### config.mk
export PLATFORM = sky130hd
export DESIGN_NAME = mem_port_arbiter
export DESIGN_NICKNAME = d
export VERILOG_FILES = /design/src/rtl/mem_port_arbiter_pkg.sv /design/src/rtl/mem_arb_pick.sv /design/src/rtl/mem_port_arbiter.sv
export SDC_FILE = /design/constraint.sdc
export NUM_CORES = 1
export LEC_CHECK = 0
export CAP_MARGIN = 40
export CORE_AREA = 2 2 151 153
export CTS_BUF_LIST = sky130_fd_sc_hd__clkbuf_8 sky130_fd_sc_hd__clkbuf_16
export DETAILED_ROUTE_END_ITERATION = 10
export DIE_AREA = 0 0 153 155
export MAX_ROUTING_LAYER = met4
export SYNTH_ARGS = -nofsm -noshare
export SYNTH_HDL_FRONTEND = slang
export SYNTH_SLANG_ARGS = --single-unit
### constraint.sdc
create_clock -name clk -period 4.5 [get_ports clk]
set_input_delay 0.675 -clock clk [delete_from_list [all_inputs] [get_ports clk]]
set_output_delay 0.675 -clock clk [all_outputs]
set_load 0.05 [all_outputs]
### src/rtl/mem_port_arbiter_pkg.sv
// mem_port_arbiter_pkg: state and owner encodings shared by the memory port arbiter files.
package mem_port_arbiter_pkg;
  typedef enum logic [1:0] {
    ARB_IDLE = 2'd0,
    ARB_BUSY = 2'd1,
    ARB_RESP = 2'd2
  } arb_state_e;
  typedef enum logic {
    OWNER_CPU  = 1'b0,
    OWNER_HOST = 1'b1
  } owner_e;
endpackage

### src/rtl/mem_arb_pick.sv
// mem_arb_pick: host-priority winner selection with a saturating host-streak limit.
module mem_arb_pick
  import mem_port_arbiter_pkg::*;
#(
  parameter int MAX_HOST_STREAK = 4
) (
  input  logic   clk,
  input  logic   reset,
  input  logic   grant_i,
  input  logic   cpu_req_i,
  input  logic   host_req_i,
  output owner_e winner_o
);
  localparam int SW = $clog2(MAX_HOST_STREAK + 1);
  localparam logic [SW-1:0] STREAK_MAX = SW'(MAX_HOST_STREAK);
  logic [SW-1:0] streak_q, streak_d;
  logic          streak_full;
  assign streak_full = streak_q == STREAK_MAX;
  // The CPU only overrides the host once the host has used up its streak.
  always_comb winner_o = (cpu_req_i && (!host_req_i || streak_full)) ? OWNER_CPU : OWNER_HOST;
  always_comb begin
    streak_d = !grant_i ? streak_q :
               winner_o == OWNER_CPU ? '0 :
               streak_full ? streak_q : streak_q + 1'b1;
  end
  always_ff @(posedge clk or posedge reset) begin
    if (reset) streak_q <= '0;
    else       streak_q <= streak_d;
  end
endmodule

### src/rtl/mem_port_arbiter.sv
// mem_port_arbiter: serialises CPU and host transactions onto the single memory port.
// Define ARB_TIMEOUT_EN to abort a transaction that sees no mem_ack within TIMEOUT BUSY cycles.
module mem_port_arbiter
  import mem_port_arbiter_pkg::*;
#(
  parameter int ADDR_W          = 32,
  parameter int DATA_W          = 32,
  parameter int MAX_HOST_STREAK = 4,
  parameter int TIMEOUT         = 16
) (
  input  logic              clk,
  input  logic              reset,
  input  logic              cpu_req,
  input  logic              cpu_we,
  input  logic [ADDR_W-1:0] cpu_addr,
  input  logic [DATA_W-1:0] cpu_wdata,
  output logic [DATA_W-1:0] cpu_rdata,
  output logic              cpu_ready,
  output logic              cpu_err,
  input  logic              host_req,
  input  logic              host_we,
  input  logic [ADDR_W-1:0] host_addr,
  input  logic [DATA_W-1:0] host_wdata,
  output logic [DATA_W-1:0] host_rdata,
  output logic              host_ready,
  output logic              host_err,
  output logic              mem_req,
  output logic              mem_we,
  output logic [ADDR_W-1:0] mem_addr,
  output logic [DATA_W-1:0] mem_wdata,
  input  logic [DATA_W-1:0] mem_rdata,
  input  logic              mem_ack,
  output logic              busy,
  output logic              owner
);
  arb_state_e        state_q, state_d;
  owner_e            owner_q, owner_d, winner;
  logic              mem_req_q, mem_req_d, mem_we_q, mem_we_d;
  logic              grant, done, tmo_hit;
  logic [ADDR_W-1:0] mem_addr_q, mem_addr_d;
  logic [DATA_W-1:0] mem_wdata_q, mem_wdata_d;
  logic [DATA_W-1:0] cpu_rdata_q, cpu_rdata_d, host_rdata_q, host_rdata_d, rdata_in;

  assign grant    = state_q == ARB_IDLE && (cpu_req || host_req);
  assign done     = state_q == ARB_BUSY && (mem_ack || tmo_hit);
  assign rdata_in = (mem_ack && !mem_we_q) ? mem_rdata : '0;

  mem_arb_pick #(.MAX_HOST_STREAK(MAX_HOST_STREAK)) u_pick (
    .clk        (clk),
    .reset      (reset),
    .grant_i    (grant),
    .cpu_req_i  (cpu_req),
    .host_req_i (host_req),
    .winner_o   (winner)
  );

`ifdef ARB_TIMEOUT_EN
  localparam int TW = $clog2(TIMEOUT + 1);
  localparam logic [TW-1:0] TMO_LAST = TW'(TIMEOUT - 1);
  logic [TW-1:0] tmo_q, tmo_d;
  logic          err_q, err_d;
  // An ack in the final cycle wins over the abort.
  assign tmo_hit = state_q == ARB_BUSY && !mem_ack && tmo_q == TMO_LAST;
  assign tmo_d   = state_q == ARB_BUSY ? tmo_q + 1'b1 : '0;
  assign err_d   = done ? !mem_ack : err_q;
  always_ff @(posedge clk or posedge reset) begin
    if (reset) begin
      tmo_q <= '0;
      err_q <= 1'b0;
    end else begin
      tmo_q <= tmo_d;
      err_q <= err_d;
    end
  end
  assign cpu_err  = cpu_ready && err_q;
  assign host_err = host_ready && err_q;
`else
  assign tmo_hit  = 1'b0;
  assign cpu_err  = 1'b0;
  assign host_err = 1'b0;
`endif

  always_comb begin
    state_d      = state_q;
    owner_d      = owner_q;
    mem_req_d    = mem_req_q;
    mem_we_d     = mem_we_q;
    mem_addr_d   = mem_addr_q;
    mem_wdata_d  = mem_wdata_q;
    cpu_rdata_d  = cpu_rdata_q;
    host_rdata_d = host_rdata_q;
    case (state_q)
      ARB_IDLE: if (grant) begin
        state_d     = ARB_BUSY;
        owner_d     = winner;
        mem_req_d   = 1'b1;
        mem_we_d    = winner == OWNER_HOST ? host_we : cpu_we;
        mem_addr_d  = winner == OWNER_HOST ? host_addr : cpu_addr;
        mem_wdata_d = winner == OWNER_HOST ? host_wdata : cpu_wdata;
      end
      ARB_BUSY: if (done) begin
        state_d      = ARB_RESP;
        mem_req_d    = 1'b0;
        host_rdata_d = owner_q == OWNER_HOST ? rdata_in : host_rdata_q;
        cpu_rdata_d  = owner_q == OWNER_CPU ? rdata_in : cpu_rdata_q;
      end
      default: state_d = ARB_IDLE;
    endcase
  end

  always_ff @(posedge clk or posedge reset) begin
    if (reset) begin
      state_q      <= ARB_IDLE;
      owner_q      <= OWNER_CPU;
      mem_req_q    <= 1'b0;
      mem_we_q     <= 1'b0;
      mem_addr_q   <= '0;
      mem_wdata_q  <= '0;
      cpu_rdata_q  <= '0;
      host_rdata_q <= '0;
    end else begin
      state_q      <= state_d;
      owner_q      <= owner_d;
      mem_req_q    <= mem_req_d;
      mem_we_q     <= mem_we_d;
      mem_addr_q   <= mem_addr_d;
      mem_wdata_q  <= mem_wdata_d;
      cpu_rdata_q  <= cpu_rdata_d;
      host_rdata_q <= host_rdata_d;
    end
  end

  assign cpu_ready  = state_q == ARB_RESP && owner_q == OWNER_CPU;
  assign host_ready = state_q == ARB_RESP && owner_q == OWNER_HOST;
  assign cpu_rdata  = cpu_rdata_q;
  assign host_rdata = host_rdata_q;
  assign mem_req    = mem_req_q;
  assign mem_we     = mem_we_q;
  assign mem_addr   = mem_addr_q;
  assign mem_wdata  = mem_wdata_q;
  assign busy       = state_q != ARB_IDLE;
  assign owner      = owner_q;
endmodule

# After elaboration in Yosys (flattened, before gate mapping)
# Cells that the tools add are included.
# word_totals
inputBits,167
output_inout_bits,136
ff_bits,136
# classes
addsub,1
bitwise_logic,1
eq_ne,6
n_reduce_logical,19
muxes,13
# ops
op,n
2-to-1 mux 32 bit,3
AND reduction 3 bit,3
logical AND 1 bit,6
2-to-1 mux 3 bit,2
AND reduction 2 bit,3
2-to-1 mux 1 bit,4
2-to-1 mux 2 bit,2
inequality test 2 bit (second input constant),2
case mux 2 bit (2 select lines),1
nonzero test 2 bit,2
adder 3 x 1 -> 3 bit (second input constant),1
== test 3 bit (second input constant),1
== test 2 x 1 -> 1 bit (second input constant),1
== test 2 bit (second input constant),1
zero test 1 bit,2
zero test 2 bit,1
logical OR 1 bit,2
inequality test 2 x 1 -> 1 bit (second input constant),1
case mux 1 bit (2 select lines),1
NOT 1 bit,1

# Longest topological paths before layout
# depth
word_depth,5
ltp_mapped,7
depth_no_buf,5

# Hierarchy
# From an unflattened synthesis, not the netlist that was laid out.
# hier_totals
cells_unflattened,494
area_unflattened_um2,6063.3
# by_module_without_submodules
module,seq_area_each_um2,instances,area_each_um2,cells_per_inst
mem_port_arbiter,3328.2,1,5868.1,473
mem_arb_pick,75.1,1,195.2,21

# Least setup slack after synthesis
# Ideal clock, no wire load.
# synth_path
kind,register to output
startpoint,register owner_q (netlist: owner)
endpoint,output port cpu_ready
path_slack_ps,2015
path_stages_with_launch,2
arrival_ps,1810
n_path_buf,0
cell_sequence,dfrtp_1 -> nor3b_1
# synth_via
elab_chain_len,2
# synth_rtl
item,line_no,source
from (decl),mem_port_arbiter.sv:37,"owner_e owner_q, owner_d, winner;"
from (signal assigned),mem_port_arbiter.sv:123,owner_q <= owner_d;
NOT 1 bit (no source line),--,
logical AND 1 bit,mem_port_arbiter.sv:133,assign cpu_ready = state_q == ARB_RESP && owner_q == OWNER_CPU;
to (decl),mem_port_arbiter.sv:18,"output logic cpu_ready,"
# No other way between the ends.

# Worst setup path after layout
# layout_path
startpoint,register state_q[1]
endpoint,output port cpu_ready
# layout_via
elab_chain_len,2
# layout_rtl
item,line_no,source
from (decl),mem_port_arbiter.sv:36,"arb_state_e state_q, state_d;"
from (signal assigned),mem_port_arbiter.sv:122,state_q <= state_d;
== test 2 bit,mem_port_arbiter.sv:133,
logical AND 1 bit,mem_port_arbiter.sv:133,
# No other way between the ends.

==> impl_metrics.py <==
metrics = {
    "status": {
        "status": "finished, final reports clean",
    },
    "cts": {
        "post-cts-setup-buffers": 0,
        "clk_path_buf_depth": 2,
        "htreeDepth": 4,
        "clk_pin_slew_worst_paths_ps": 60,
        "clk_latency_ps": 420,
        "clock-root-buffer": "clkbuf_16",
        "numCtsBuffers": 17,
        "cts_tree": "yes",
        "cts-resized-gates": 0,
        "hold_buffers": 0,
        "cts_sinks": 136,
    },
    "floorplan": {
        "dieArea_mm2": 0.02372,
        "die_h_um": 155,
        "start_util_pct": 28.42,
        "row_count": 55,
        "core-area_mm2": 0.02223,
        "die_w_um": 153,
        "pin_count": 303,
    },
    "synthesis": {
        "yosys_warnings": 0,
        "synth_cell_types": 33,
        "synth_cells": 662,
        "synth-seq-cells": 136,
        "async_flop_share_pct": 100.0,
        "syn-cell-area_mm2": 0.006317,
        "synth-edff-count": 0,
        "yosysSeqAreaShare_pct": 53.87,
        "avgSynthCellArea_um2": 9.543,
        "yosys_most_used_dff": "dfrtp_1",
    },
    "timing": {
        "fin_crit_sh_pct": 62.53,
        "skew_ps": 12.95,
        "final-setup-viol-count": 0,
        "finalHoldViolations": 0,
        "fin_crit_ps": 2814,
        "rsz0062_at_grt": "false",
        "fmax_ghz": 0.3554,
        "worst_slew_pin_slew_ps": 800.4,
        "final-max-slew-violation-count": 0,
        "relSlewSlack_pct": 46.64,
        "fin_setup_tns_ps": 0,
    },
    "placed_design": {
        "postPlaceCellArea_mm2": 0.009462,
        "io_buffers": 300,
        "hpwl_mm": 14.76,
        "gp_congestion": 0.8037,
    },
    "critical_path": {
        "crit_path_start_kind": "register",
        "critPathMaxStageDelay_ps": 880,
        "cpMaxStageDelayCell": "clkdlybuf4s50_1",
        "cp.required_ps": 3830,
        "crit_chain": "nor3b_1, clkdlybuf4s50_1",
        "criticalPathCategory": "reg2out",
        "critPathCaptureType": "output pin",
        "critPathArrivalTime_ps": 2140,
        "worstPathMaxFanout": 9,
        "cp.buffers_inverters": 1,
        "cp_top_family": "buffers and inverters",
    },
    "route": {
        "vias": 6044,
        "drtIter0Drc": 259,
        "avgViaCountPerCell": 4.942,
        "wirelength_mm": 21.54,
        "dr.pass1.iters": 4,
        "drc": 0,
        "ant_nets": 0,
        "wl_per_cell_um": 17.61,
    },
    "power": {
        "swShare_pct": 48.25,
        "cellLeakagePower_nw": 4.134,
        "power_frac_clock_pct": 18.7,
        "pwr-share-comb_pct": 55.9,
        "power_frac_seq_pct": 25.4,
        "power_density_mw_per_mm2": 806.4,
        "p_int_mw": 4.215,
        "p_sw_mw": 3.930,
        "peakVddDrop_mv": 0.3220,
    },
    "grt": {
        "track_usage_pct": 18.49,
        "grt_remaining_overflow": 0,
        "grt_max_degree": 70,
        "antenna_found_initial": 1,
        "grt_pass1_wl_mm": 33.60,
        "grt_pass1_vias": 6017,
    },
    "final_layout": {
        "drive_gt1_share_pct": 8.004,
        "layout.nets": 1094,
        "final.fill_count": 2169,
        "fin_util_pct": 45.44,
        "syn_to_final_growth_pct": 59.87,
        "final_area_mm2": 0.01010,
    },
    "worst_hold_path": {
        "hold_path.class": "reg2reg",
    },
    "flow_run": {
        "drv_cap": 0,
    },
}
==> tightest hold or removal path: cells and delay by family, from the launching register on <==
family,cells,cell delay [ps]
AO/OA/AOI/OAI,1,60
flip-flops,1,330
AND/OR/NAND/NOR,1,50
==> area by class of cell <==
cell class	count	area [um^2]	share of cell area, %
multi-input cells	386	2331	23.08
repair buffers	314	3103	30.72
clock inverters	11	168.9	1.672
well taps	285	356.6	3.531
inverters	70	267.8	2.651
diodes	1	2.502	0.02478
clock buffers	20	466.7	4.621
flip-flops and latches	136	3403	33.70
==> cell usage after synthesis, types with 2 or more instances <==
library cell,number,area (um^2)
buf_6,4,45.04
o221ai_1,45,394.1
nand4_1,65,406.6
buf_1,6,22.52
clkbuf_1,37,138.9
nor2_1,2,7.510
and2_1,2,12.51
buf_4,3,22.52
nor2b_1,2,12.51
nand2_1,97,364.1
dfrtp_1,136,3403
o21ai_1,67,335.3
nand3_1,67,335.3
inv_1,69,259.0
ha_1,2,25.02
o221ai_2,20,300.3
buf_2,21,105.1
o21ai_0,2,10.01
==> power groups by stage <==
stage / clock, mW / sequential, mW / combinational [mW]
4_1_cts: 1.56 / 2.08 / 4.59
2_1_floorplan: 0 / 3.81 / 1.33
6_report: 1.52 / 2.07 / 4.55
5_1_grt: 1.61 / 2.15 / 4.82
3_3_place_gp: 0 / 2.08 / 4.57
3_5_place_dp: 0 / 2.10 / 4.59
==> flip-flops by register name, summed over array words and instances (netlist names) <==
signal,cells
mem_wdata,32
mem_we,1
owner,1
u_pick.streak_q,3
mem_addr,32
cpu_rdata,32
host_rdata,32
state_q,2
mem_req,1
==> stage by stage <==
stage	hold slack (ps)	setup slack, ps	power [mW]	std cells
CTS	488.8	1658	8.234	1222
global route	506.3	1609	8.576	1223
finish	479.3	1686	8.145	1223
detailed placement	475.5	1308	6.684	1191
global placement	465.9	1354	6.644	1191
floorplan	518.8	185.5	5.134	663
==> layout by cell type, fill, tap and decap left out, drive strengths merged, types with 2 or more instances in the layout <==
cell type	instances
o21ai	69
o221ai	65
conb	2
nor2	3
nor2b	2
clkinv	4
nand3	67
dfrtp	136
clkdlybuf4s50	299
nand2	97
inv	72
clkbuf	20
buf	15
nand4	65
and2	2
ha	2
bufinv	4
==> logic make-up after synthesis <==
family	share of synthesized area, %
simple gates	19.11
buf+inv	9.447
compound gates	17.11
flops	53.87
fa+ha+maj	0.3961
other cells	0.05936
==> per-layer routing <==
metal,vias up,share of wire [%],GRT usage (%)
li1,2889,-,-
met1,2881,44,23.21
met2,255,47,29.19
met3,19,7.7,5.599
met4,0,1.4,5.071
met5,-,0,-
==> final timing paths <==
check                                          startpoint                   endpoint  slack [ps]  cells after the start
worst max-delay path               state_q[1]$_DFFE_PP0P_                  cpu_ready        1690                      2
worst min-delay path            host_rdata[4]$_DFFE_PP0P_  host_rdata[4]$_DFFE_PP0P_         480                      2
worst max register to register     state_q[0]$_DFFE_PP0P_   mem_addr[28]$_DFFE_PP0P_        1870                      5
worst min register to register  host_rdata[4]$_DFFE_PP0P_  host_rdata[4]$_DFFE_PP0P_         480                      2
max in group asynchronous                           reset         mem_we$_DFFE_PP0P_        2810                      3
min in group asynchronous                           reset  mem_wdata[17]$_DFFE_PP0P_         750                      2
Power figures use the tool's default switching activity.
